File: config.mk
export PLATFORM = sky130hd
export DESIGN_NAME = move_input_ctrl
export DESIGN_NICKNAME = d
export VERILOG_FILES = /design/src/rtl/move_input_ctrl_pkg.sv /design/src/rtl/move_input_ctrl_button_debounce.sv /design/src/rtl/move_input_ctrl.sv
export SDC_FILE = /design/constraint.sdc
export NUM_CORES = 1
export LEC_CHECK = 0
export BUFFER_PORTS_ARGS = -buffer_cell sky130_fd_sc_hd__buf_4
export CORE_MARGIN = 2
export CORE_UTILIZATION = 64
export CTS_BUF_LIST = sky130_fd_sc_hd__clkbuf_8
export DETAILED_ROUTE_END_ITERATION = 6
export GPL_ROUTABILITY_DRIVEN = 0
export PLACE_DENSITY_LB_ADDON = 0.25
export SYNTH_ARGS = -nofsm -noshare
export SYNTH_HDL_FRONTEND = slang
export SYNTH_HIERARCHICAL = 1
export SYNTH_SLANG_ARGS = --single-unit
File: constraint.sdc
create_clock -name clk -period 3 [get_ports clk]
set_clock_uncertainty 0.1 [all_clocks]
set_input_delay 0.6 -clock clk [delete_from_list [all_inputs] [get_ports clk]]
set_output_delay 0.6 -clock clk [all_outputs]
set_load 0.05 [all_outputs]
File: src/rtl/move_input_ctrl_pkg.sv
// Shared constants for the move input front-end: square codes, legal move
// range and the debounce FSM state encoding.
package move_input_ctrl_pkg;

    // Board square codes, row-major from A1 to C3
    localparam logic [3:0] SQ_A1 = 4'd1;
    localparam logic [3:0] SQ_A2 = 4'd2;
    localparam logic [3:0] SQ_A3 = 4'd3;
    localparam logic [3:0] SQ_B1 = 4'd4;
    localparam logic [3:0] SQ_B2 = 4'd5;
    localparam logic [3:0] SQ_B3 = 4'd6;
    localparam logic [3:0] SQ_C1 = 4'd7;
    localparam logic [3:0] SQ_C2 = 4'd8;
    localparam logic [3:0] SQ_C3 = 4'd9;

    localparam logic [3:0] MOVE_MIN = SQ_A1;
    localparam logic [3:0] MOVE_MAX = SQ_C3;

    // Debounce FSM states
    localparam logic [1:0] IDLE       = 2'd0;
    localparam logic [1:0] PRESS_DB   = 2'd1;
    localparam logic [1:0] HELD       = 2'd2;
    localparam logic [1:0] RELEASE_DB = 2'd3;

    function automatic logic move_in_range(input logic [3:0] code);
        return (code >= MOVE_MIN) && (code <= MOVE_MAX);
    endfunction

endpackage

File: src/rtl/move_input_ctrl_button_debounce.sv
// Synchroniser, debounce counter and press/release FSM for one active-low
// pushbutton. Emits a single accept strobe per physical press.
module button_debounce
    import move_input_ctrl_pkg::*;
#(
    parameter int unsigned DEBOUNCE_CYCLES = 500000,
    parameter int unsigned DB_W            = 20
) (
    input  logic clk,
    input  logic rst,
    input  logic key,
    output logic accept,
    output logic busy
);

    localparam logic [DB_W-1:0] CNT_LAST = DB_W'(DEBOUNCE_CYCLES - 1);
    localparam logic [DB_W-1:0] CNT_MAX  = '1;

    logic            sync1_q, sync2_q;
    logic [1:0]      state_q, state_d;
    logic [DB_W-1:0] cnt_q, cnt_d;
    logic [DB_W-1:0] cnt_inc;

    // Saturating increment so the counter can never wrap inside a window
    assign cnt_inc = (cnt_q == CNT_MAX) ? cnt_q : cnt_q + DB_W'(1);

    // State registers; synchroniser presets to the released level
    always_ff @(posedge clk) begin
        if (!rst) begin
            sync1_q <= 1'b1;
            sync2_q <= 1'b1;
            state_q <= IDLE;
            cnt_q   <= '0;
        end else begin
            sync1_q <= key;
            sync2_q <= sync1_q;
            state_q <= state_d;
            cnt_q   <= cnt_d;
        end
    end

    // Next-state logic; accept fires on the PRESS_DB -> HELD transition only
    always_comb begin
        state_d = state_q;
        cnt_d   = cnt_q;
        accept  = 1'b0;
        case (state_q)
            IDLE: begin
                if (!sync2_q) begin
                    state_d = PRESS_DB;
                    cnt_d   = '0;
                end
            end
            PRESS_DB: begin
                if (sync2_q) begin
                    state_d = IDLE;
                end else if (cnt_q == CNT_LAST) begin
                    state_d = HELD;
                    accept  = 1'b1;
                end else begin
                    cnt_d = cnt_inc;
                end
            end
            HELD: begin
                if (sync2_q) begin
                    state_d = RELEASE_DB;
                    cnt_d   = '0;
                end
            end
            RELEASE_DB: begin
                if (!sync2_q) begin
                    state_d = HELD;
                end else if (cnt_q == CNT_LAST) begin
                    state_d = IDLE;
                end else begin
                    cnt_d = cnt_inc;
                end
            end
            default: state_d = IDLE;
        endcase
    end

    assign busy = (state_q != IDLE);

endmodule

File: src/rtl/move_input_ctrl.sv
// Front-end between the DE2 buttons/switches and the game logic: debounces
// check and start, latches the square code at the check press and filters
// out codes that do not name a square.
module move_input_ctrl
    import move_input_ctrl_pkg::*;
#(
    parameter int unsigned DEBOUNCE_CYCLES = 500000,
    parameter int unsigned DB_W            = 20
) (
    input  logic       clk,
    input  logic       rst,
    input  logic [3:0] sw_move,
    input  logic       key_check,
    input  logic       key_start,
    output logic [3:0] move,
    output logic       check,
    output logic       start,
    output logic       move_err,
    output logic       busy
);

    logic [3:0] sw_s1_q, sw_s2_q;
    logic [3:0] move_q, move_d;
    logic       check_q, check_d;
    logic       start_q, start_d;
    logic       err_q, err_d;
    logic       check_acc, start_acc;
    logic       check_busy, start_busy;

    button_debounce #(
        .DEBOUNCE_CYCLES (DEBOUNCE_CYCLES),
        .DB_W            (DB_W)
    ) u_check_db (
        .clk    (clk),
        .rst    (rst),
        .key    (key_check),
        .accept (check_acc),
        .busy   (check_busy)
    );

    button_debounce #(
        .DEBOUNCE_CYCLES (DEBOUNCE_CYCLES),
        .DB_W            (DB_W)
    ) u_start_db (
        .clk    (clk),
        .rst    (rst),
        .key    (key_start),
        .accept (start_acc),
        .busy   (start_busy)
    );

    // Switch synchroniser plus the move latch and one-cycle output pulses
    always_ff @(posedge clk) begin
        if (!rst) begin
            sw_s1_q <= '0;
            sw_s2_q <= '0;
            move_q  <= '0;
            check_q <= 1'b0;
            start_q <= 1'b0;
            err_q   <= 1'b0;
        end else begin
            sw_s1_q <= sw_move;
            sw_s2_q <= sw_s1_q;
            move_q  <= move_d;
            check_q <= check_d;
            start_q <= start_d;
            err_q   <= err_d;
        end
    end

    // Arbitration: start beats a coincident check, which is then dropped
    always_comb begin
        move_d  = move_q;
        check_d = 1'b0;
        start_d = 1'b0;
        err_d   = 1'b0;
        if (start_acc) begin
            start_d = 1'b1;
        end else if (check_acc) begin
            if (move_in_range(sw_s2_q)) begin
                move_d  = sw_s2_q;
                check_d = 1'b1;
            end else begin
                err_d = 1'b1;
            end
        end
    end

    assign move     = move_q;
    assign check    = check_q;
    assign start    = start_q;
    assign move_err = err_q;
    assign busy     = check_busy | start_busy;

endmodule

Yosys cells after proc, flatten, opt, wreduce, memory -nomap -nowiden
Index checks and enable logic that the tools add are counted.
{"block": "word_totals", "output_inout_bits": 8, "reg_bits": 63, "elab_cells": 92}
{"block": "op_classes", "n_eq_ne": 22, "add_sub_neg": 2, "order_cmp": 2, "mux": 37, "bitwise": 4, "n_reduce_logical": 11}
{"op": "2-to-1 mux 20 bit", "count": 12}
{"op": "case mux 20 bit (4 select lines)", "count": 2}
{"op": "adder 20 x 1 -> 20 bit, second input constant", "count": 2}
{"op": "equality test 20 x 19 -> 1 bit, second input constant", "count": 2}
{"op": "equality test 20 bit, second input constant", "count": 2}
{"op": "2-to-1 mux 2 bit", "count": 12}
{"op": "case mux 2 bit (4 select lines)", "count": 2}
{"op": "AND reduction 4 bit", "count": 4}
{"op": "2-to-1 mux 1 bit", "count": 9}
{"op": "equality test 2 bit, second input constant", "count": 4}
{"op": "!= test 2 x 1 -> 1 bit, second input constant", "count": 4}
{"op": "!= test 2 bit, second input constant", "count": 4}
{"op": "!= test 3 x 1 -> 1 bit, second input constant", "count": 2}
{"op": "!= test 3 bit, second input constant", "count": 2}
{"op": "equality test 2 x 1 -> 1 bit, second input constant", "count": 2}
{"op": "greater-or-equal comparator 4 x 1 -> 1 bit, second input constant", "count": 1}
{"op": "<= comparator 4 bit, second input constant", "count": 1}
{"op": "zero test 2 bit", "count": 2}
{"op": "nonzero test 2 bit", "count": 2}
{"op": "inverter 1 bit", "count": 3}
{"op": "AND reduction 3 bit", "count": 1}
{"op": "OR reduction 3 bit", "count": 1}
{"op": "logical AND 1 bit", "count": 1}
{"op": "bitwise OR 1 bit", "count": 1}

Logic depth before layout (Yosys ltp)
Gate-level depths: netlist of run 1.
{"block": "depth", "depth_word": 6, "mapped_depth": 8, "ltp_nobuf": 8}

By module
The synthesis of run 1 kept the hierarchy.
{"module": "button_debounce at u_check_db", "area_per_inst_um2": 1473.9, "cells_per_inst": 174, "instances": 1, "seq_area_each_um2": 480.5}
{"module": "button_debounce at u_start_db", "area_per_inst_um2": 1428.9, "cells_per_inst": 173, "instances": 1, "seq_area_each_um2": 480.5}
{"module": "move_input_ctrl", "area_per_inst_um2": 505.5, "cells_per_inst": 50, "instances": 1, "seq_area_each_um2": 300.3}

Worst setup path before layout of run 1
Ideal clock, no wire load.
{"block": "synth_timing", "path_type": "register -> register", "startpoint": "register u_check_db.cnt_q[11]", "endpoint": "register move_q[1], in the netlist move[1]", "stages_incl_launch_ff": 8, "setup_time_ns": 0.091, "period_less_slack_ns": 2.298, "n_path_buf": 0, "t_arrival_ns": 2.107, "setup_slack_ns": 0.702, "path_cell_list": "dfxtp_1 -> or4b_1 -> nor4_1 -> nand3_1 -> nor3_1 -> nor3b_1 -> a21oi_1 -> a311oi_1"}
{"block": "synth_via", "elab_chain_len": 5}
{"item": "start: declaration", "line": "move_input_ctrl_button_debounce.sv:21", "text": "logic [DB_W-1:0] cnt_q, cnt_d;"}
{"item": "start signal: assignment", "line": "move_input_ctrl_button_debounce.sv:38", "text": "cnt_q <= cnt_d;"}
{"item": "equality test 20 x 19 -> 1 bit", "line": "move_input_ctrl_button_debounce.sv:57", "text": "end else if (cnt_q == CNT_LAST) begin"}
{"item": "2-to-1 mux 1 bit", "line": "move_input_ctrl_button_debounce.sv:57"}
{"item": "2-to-1 mux 1 bit", "line": "move_input_ctrl_button_debounce.sv:55", "text": "if (sync2_q) begin"}
{"item": "2-to-1 mux 1 bit", "line": "move_input_ctrl_button_debounce.sv:47", "text": "case (state_q)"}
{"item": "net check_acc", "line": "move_input_ctrl.sv:27", "text": "logic check_acc, start_acc;"}
{"item": "AND reduction 3 bit (no source line)"}
{"item": "end signal: assignment", "line": "move_input_ctrl.sv:64", "text": "move_q <= move_d;"}
{"item": "end: declaration", "line": "move_input_ctrl.sv:23", "text": "logic [3:0] move_q, move_d;"}
The timed path passes the listed nets, and every way through them passes these cells.
A chain may end at the register's enable or synchronous reset.

Worst setup path in the final report of run 1
Ends and elaborated chain as after synthesis.

==> results of run 1 <==
[cell families after synthesis]
group,count (synthesis)
fa+ha+maj,2
xor+xnor,4
compound gates,105
simple gates,181
mux,4
flops,63
buf+inv,38
[stage by stage]
stage	hold WS, ns	utilization, %	setup WS [ns]	area, µm²
2_1_floorplan	0.286	-	0.702	3410
3_3_place_gp	0.289	69.7	0.534	3560
3_5_place_dp	0.296	69.7	0.380	3560
4_1_cts	0.311	73.2	0.377	3740
5_1_grt	0.332	73.2	0.0740	3740
6_report	0.315	73.2	0.337	3740
[area by class of cell]
type	count	share of cell area [%]
inverters	15	1.51
multi-input cells	296	53.1
repair buffers	23	4.62
clock inverters	5	0.669
flip-flops and latches	63	33.7
clock buffers	11	4.05
well taps	70	2.34
[layer usage]
layer / vias up / track usage, %
li1: 1567 / -
met1: 1547 / 37.2
met2: 146 / 42.5
met3: 23 / 6.94
met4: 0 / 13.2
met5: - / 0
[state kept, by name, summed over array words and instances, names as in the netlist, named ones only]
| signal | flops |
|---|---|
| u_start_db/sync1_q | 1 |
| u_start_db/sync2_q | 1 |
| u_check_db/state_q | 1 |
| move_err | 1 |
| u_start_db/state_q | 1 |
| u_check_db/cnt_q | 20 |
| u_start_db/cnt_q | 20 |
| start | 1 |
| move | 4 |
| u_check_db/sync1_q | 1 |
| sw_s2_q | 4 |
| check | 1 |
| sw_s1_q | 4 |
| u_check_db/sync2_q | 1 |
[worst max path at each step]
stage	to	slack [ns]	depth (start not counted)
4_1_cts	move[1]	0.38	7
3_5_place_dp	move[1]	0.38	7
2_1_floorplan	move[1]	0.70	7
3_3_place_gp	move[1]	0.53	7
6_report	move[1]	0.34	7
5_1_grt	move[2]	0.07	7
[layout by cell type (no fill, tap or decap), types with 13 or more instances in the layout]
master and count:
dfxtp_1 63, nand2_1 33, a21oi_1 27, nand3_1 24, buf_4 23, inv_1 17, or4_1 17, nor4_1 16
nor2_1 13, o311ai_0 13
[power groups by stage]
stage	logic (mW)	clock network [mW]	registers, mW
6_report	0.0657	0.646	0.852
5_1_grt	0.0717	0.699	0.852
4_1_cts	0.0652	0.658	0.851
3_5_place_dp	0.0650	0	0.870
3_3_place_gp	0.0633	0	0.869
2_1_floorplan	0.0427	0	0.867
[critical path, delay by kind of cell, from the launching register on]
kind / cells / cell delay [ns]
and+or+nand+nor: 5 / 1.72
DFF: 1 / 0.37
AOI/OAI and AO/OA: 2 / 0.38
==> results.ini, run 1 <==
[yosys]
synth_edf_count = 0
synth_most_common_cell = dfxtp_1
synth_mux_area_share_pct = 1.17
synth-compound-area-share_pct = 22.2
synthTopCellsByArea = dfxtp_1 (37%), a21oi_1 (4.0%), or4_1 (3.7%)
synth_top_cell_area_share_pct = 37.0
synth_top_family_by_area = simple AND/OR/NAND/NOR gates
seq_area_frac_synth_pct = 37.0
synth_fa_ha_area_share_pct = 0.734
syn_nets = 407
synth-xor-area-share_pct = 1.03
postSynthAreaPerCell_um2 = 8.59
yosys_warnings = 6
yosys.area.top_type = dfxtp_1
synth_seq_cells = 63
synth_ff_type = dfxtp_1
synthTopCellsByCount = dfxtp_1 (63), nand2_1 (33), a21oi_1 (27)
netlist_area_um2 = 3410
synth_cell_types = 59
synthArstFlopShare_pct = 0
synth-simple-area-share_pct = 33.1
synthCells = 397

[cts]
clock-sinks = 63
htreeDepth = 3
max-clock-path-buffers = 2
post_cts_buffers = 0
cts_root_buf = clkbuf_8
cts_tree = yes
ctsResizeCount = 0
clkTransAtPathRegs_ns = 0.06
insertion_delay_ns = 0.33
hold_buffers = 0
numCtsBuffers = 9

[worst_setup_path]
endpoint_kind = flip-flop
rrSetupSlack_ns = 0.34
startpoint = u_check_db/cnt_q[11]
worstReg2RegEnd = move[1]
critPathMaxStageDelay_ns = 0.58
r2r-start = u_check_db/cnt_q[11]
cp.required_ns = 3.14
critical_path.cell_chain = or4b_1 -> nor4_1 -> nand3_1 -> nor3_1 -> nor3b_1 -> a21oi_1 -> a311oi_1
critPathKind = flip-flop to flip-flop
slowest_stage = or4b_1
crit_fanout = 7
startpoint_type = flip-flop
critPathArrivalTime_ns = 2.80
r2r_cells = 7

[routing]
wl_met1_um = 3540
antenna_left = 0
dr_wl_met2_um = 3570
drc_errors = 0
vias = 3283
drt_iter0_markers = 350
drtPass1Iterations = 5
wl_um = 7900
drt-vias-per-instance = 6.80
avgRoutedWirePerCell_um = 16.3
top_layer = met4
wl_met3_um = 620

[die]
die_x_um = 77.0
fp-row-count = 26
die_h_um = 77.0
core_um2 = 5110
start_util_pct = 66.7
dieArea_um2 = 5930
io_pins = 16

[sta]
worst_pin_slew_ns = 0.890
slew_headroom_pct = 39.9
max_freq_mhz = 375
period_share_pct = 88.8
drv_slew = 0
setup_violations = 0
tns_ns = 0
rsz0062_at_grt = false
period_needed_ns = 2.66
hold_viol_final = 0

[power]
power.internal_mw = 1.20
power_mw = 1.56
power.switching_uw = 359
p_leak_nw = 1.22
ir_drop_uv = 342
powerDensity_nw_per_um2 = 418
pwr-share-seq_pct = 54.5
sw_frac_of_total_pct = 23.0
combPwrFrac_pct = 4.2
power_frac_clock_pct = 41.3

[layout]
ff_latch_area_um2 = 1260
fin_cells = 483
final_nets = 418
layout-drive-gt1-share_pct = 14.5
n_fill_cell = 378
multi_input_area_um2 = 1980
antennaDiodeCount = 0
syn2layout_area_growth_pct = 9.69

[grt]
antenna_found_initial = 0
grt_overflow = 0
grt_first_pass_wirelength_um = 13500
grt_usage_pct = 27.9
grt_start_max_net_pins = 32
grt_pass1_vias = 2975

[status]
status = finished clean

[place]
portBuffers = 15
hpwlAfterDp_um = 5270
place_inst = 467

[flow_run]
drv_cap = 0

[worst_hold_path]
hold_class = flip-flop to flip-flop
min_from = u_check_db/sync1_q
whs_path_depth = 1
holdPathEnd = u_check_db/sync2_q

No activity file was read; power rests on OpenSTA's default activity.
==> run 2, diff against run 1 <==
--- a/config.mk
+++ b/config.mk
@@ -6,7 +6,7 @@
 export NUM_CORES = 1
 export LEC_CHECK = 0
 export BUFFER_PORTS_ARGS = -buffer_cell sky130_fd_sc_hd__buf_4
-export CORE_MARGIN = 2
+export CORE_MARGIN = 8
 export CORE_UTILIZATION = 64
 export CTS_BUF_LIST = sky130_fd_sc_hd__clkbuf_8
 export DETAILED_ROUTE_END_ITERATION = 6
==> run 2 against run 1 <==
Effect of this change:
- global-route usage fell by 6.9 points
- cell count up 0.21%
- clock-buffer cell count shrank 1
- worst hold slack worse by 0.0025 ns
- register-to-register slack about the same
- fmax decreased by 0.55%
- via count shrank 1.1%
- largest cell class unchanged
- critical path type unchanged
- critical endpoint unchanged
- utilization fell by 0.34 points
- clock power rose by 0.9%
- non-clock buffer count is 1 higher
- sequential power barely moved
==> results.ini, run 2 (synthesized netlist as in run 1, its figures left out) <==
[status]
status = finished clean

[grt]
grt_overflow = 0
grt_pass1_vias = 3006
grt_start_max_net_pins = 27
antenna_found_initial = 0
grt_first_pass_wirelength_um = 13300
grt_usage_pct = 21.0

[routing]
vias = 3246
drt-vias-per-instance = 6.71
avgRoutedWirePerCell_um = 16.2
antenna_left = 0
drtPass1Iterations = 5
drc_errors = 0
drt_iter0_markers = 269
wl_um = 7840

[place]
hpwlAfterDp_um = 5270
portBuffers = 15
place_inst = 468

[cts]
post_cts_buffers = 0
max-clock-path-buffers = 2
numCtsBuffers = 9
clkTransAtPathRegs_ns = 0.07
htreeDepth = 3
insertion_delay_ns = 0.35
cts_root_buf = clkbuf_8
clock-sinks = 63
ctsResizeCount = 0
cts_tree = yes
hold_buffers = 0

[die]
start_util_pct = 66.3
io_pins = 16
dieArea_um2 = 7920
core_um2 = 5140
die_x_um = 89.0
fp-row-count = 26
die_h_um = 89.0

[power]
ir_drop_uv = 434
sw_frac_of_total_pct = 24.4
pwr-share-seq_pct = 54.2
p_leak_nw = 1.22
combPwrFrac_pct = 4.3
powerDensity_nw_per_um2 = 419
power.internal_mw = 1.19
power.switching_uw = 383
power_frac_clock_pct = 41.5

[layout]
n_fill_cell = 424
multi_input_area_um2 = 1980
final_common_cell = dfxtp_1
syn2layout_area_growth_pct = 9.88
antennaDiodeCount = 0
final_nets = 419
layout_common_cells = dfxtp_1 (63), nand2_1 (33), a21oi_1 (27)
fin_cells = 484
ff_latch_area_um2 = 1260
reg_top3 = u_check_db/cnt_q (20), u_start_db/cnt_q (20)
layout-drive-gt1-share_pct = 15.0

[flow_run]
drv_cap = 0

[worst_setup_path]
endpoint_kind = flip-flop
cp.required_ns = 3.16
critPathArrivalTime_ns = 2.84
critPathKind = flip-flop to flip-flop
startpoint_type = flip-flop
crit_fanout = 7

[sta]
max_freq_mhz = 373
period_share_pct = 89.3
slew_headroom_pct = 30.6
tns_ns = 0
drv_slew = 0
timing.hold.ws_ns = 0.312
setup_violations = 0
period_needed_ns = 2.68
worst_pin_slew_ns = 1.03
hold_viol_final = 0
rsz0062_at_grt = false

[worst_hold_path]
hold_class = flip-flop to flip-flop

-- run 2: layout make-up --
class	instances	area share (%)
clock buffer	10	3.68
multi-input combinational	296	53.0
clock inverter	6	1.00
sequential	63	33.7
inverter	15	1.50
tap	70	2.34
timing repair buffer	24	4.81
-- run 2: worst max-delay path: stages, from the launching register on --
cell	delay (ns)
dfxtp_1	0.37
or4b_1	0.56
nor4_1	0.27
nand3_1	0.15
nor3_1	0.20
nor3b_1	0.53
a21oi_1	0.17
a311oi_1	0.25
-- run 2: path summary, 6_finish.rpt --
check,cells past startpoint,slack [ns],start,to
hold reg to reg,1,0.31,u_start_db/sync1_q,u_start_db/sync2_q
setup reg to reg,7,0.32,u_check_db/cnt_q[11],move[1]
setup / recovery,7,0.32,u_check_db/cnt_q[11],move[1]
hold / removal,1,0.31,u_start_db/sync1_q,u_start_db/sync2_q
-- run 2: per-layer routing --
layer / vias to the layer above / GRT usage [%] / share of wire [%]
met5: - / 0 / 0
met4: 0 / 11.6 / 2.2
met3: 20 / 6.25 / 7.7
met2: 136 / 32.6 / 46
met1: 1520 / 25.5 / 44
li1: 1570 / - / -
-- run 2: metrics by stage --
stage	power, mW	setup WS (ns)	util (%)	instance area (µm²)
after floorplan	0.910	0.702	-	3410
after global placement	0.935	0.492	69.4	3570
after detailed placement	0.937	0.400	69.4	3570
after CTS	1.59	0.400	72.9	3740
after global routing	1.63	0.0523	72.9	3740
final	1.57	0.322	72.9	3740
-- run 2: power groups by stage --
stage                     combinational [mW]  clock (mW)  sequential, mW
after floorplan                       0.0427           0           0.867
after global placement                0.0652           0           0.870
after detailed placement              0.0661           0           0.871
after CTS                             0.0665       0.668           0.851
after global routing                  0.0720       0.700           0.853
final                                 0.0667       0.652           0.852
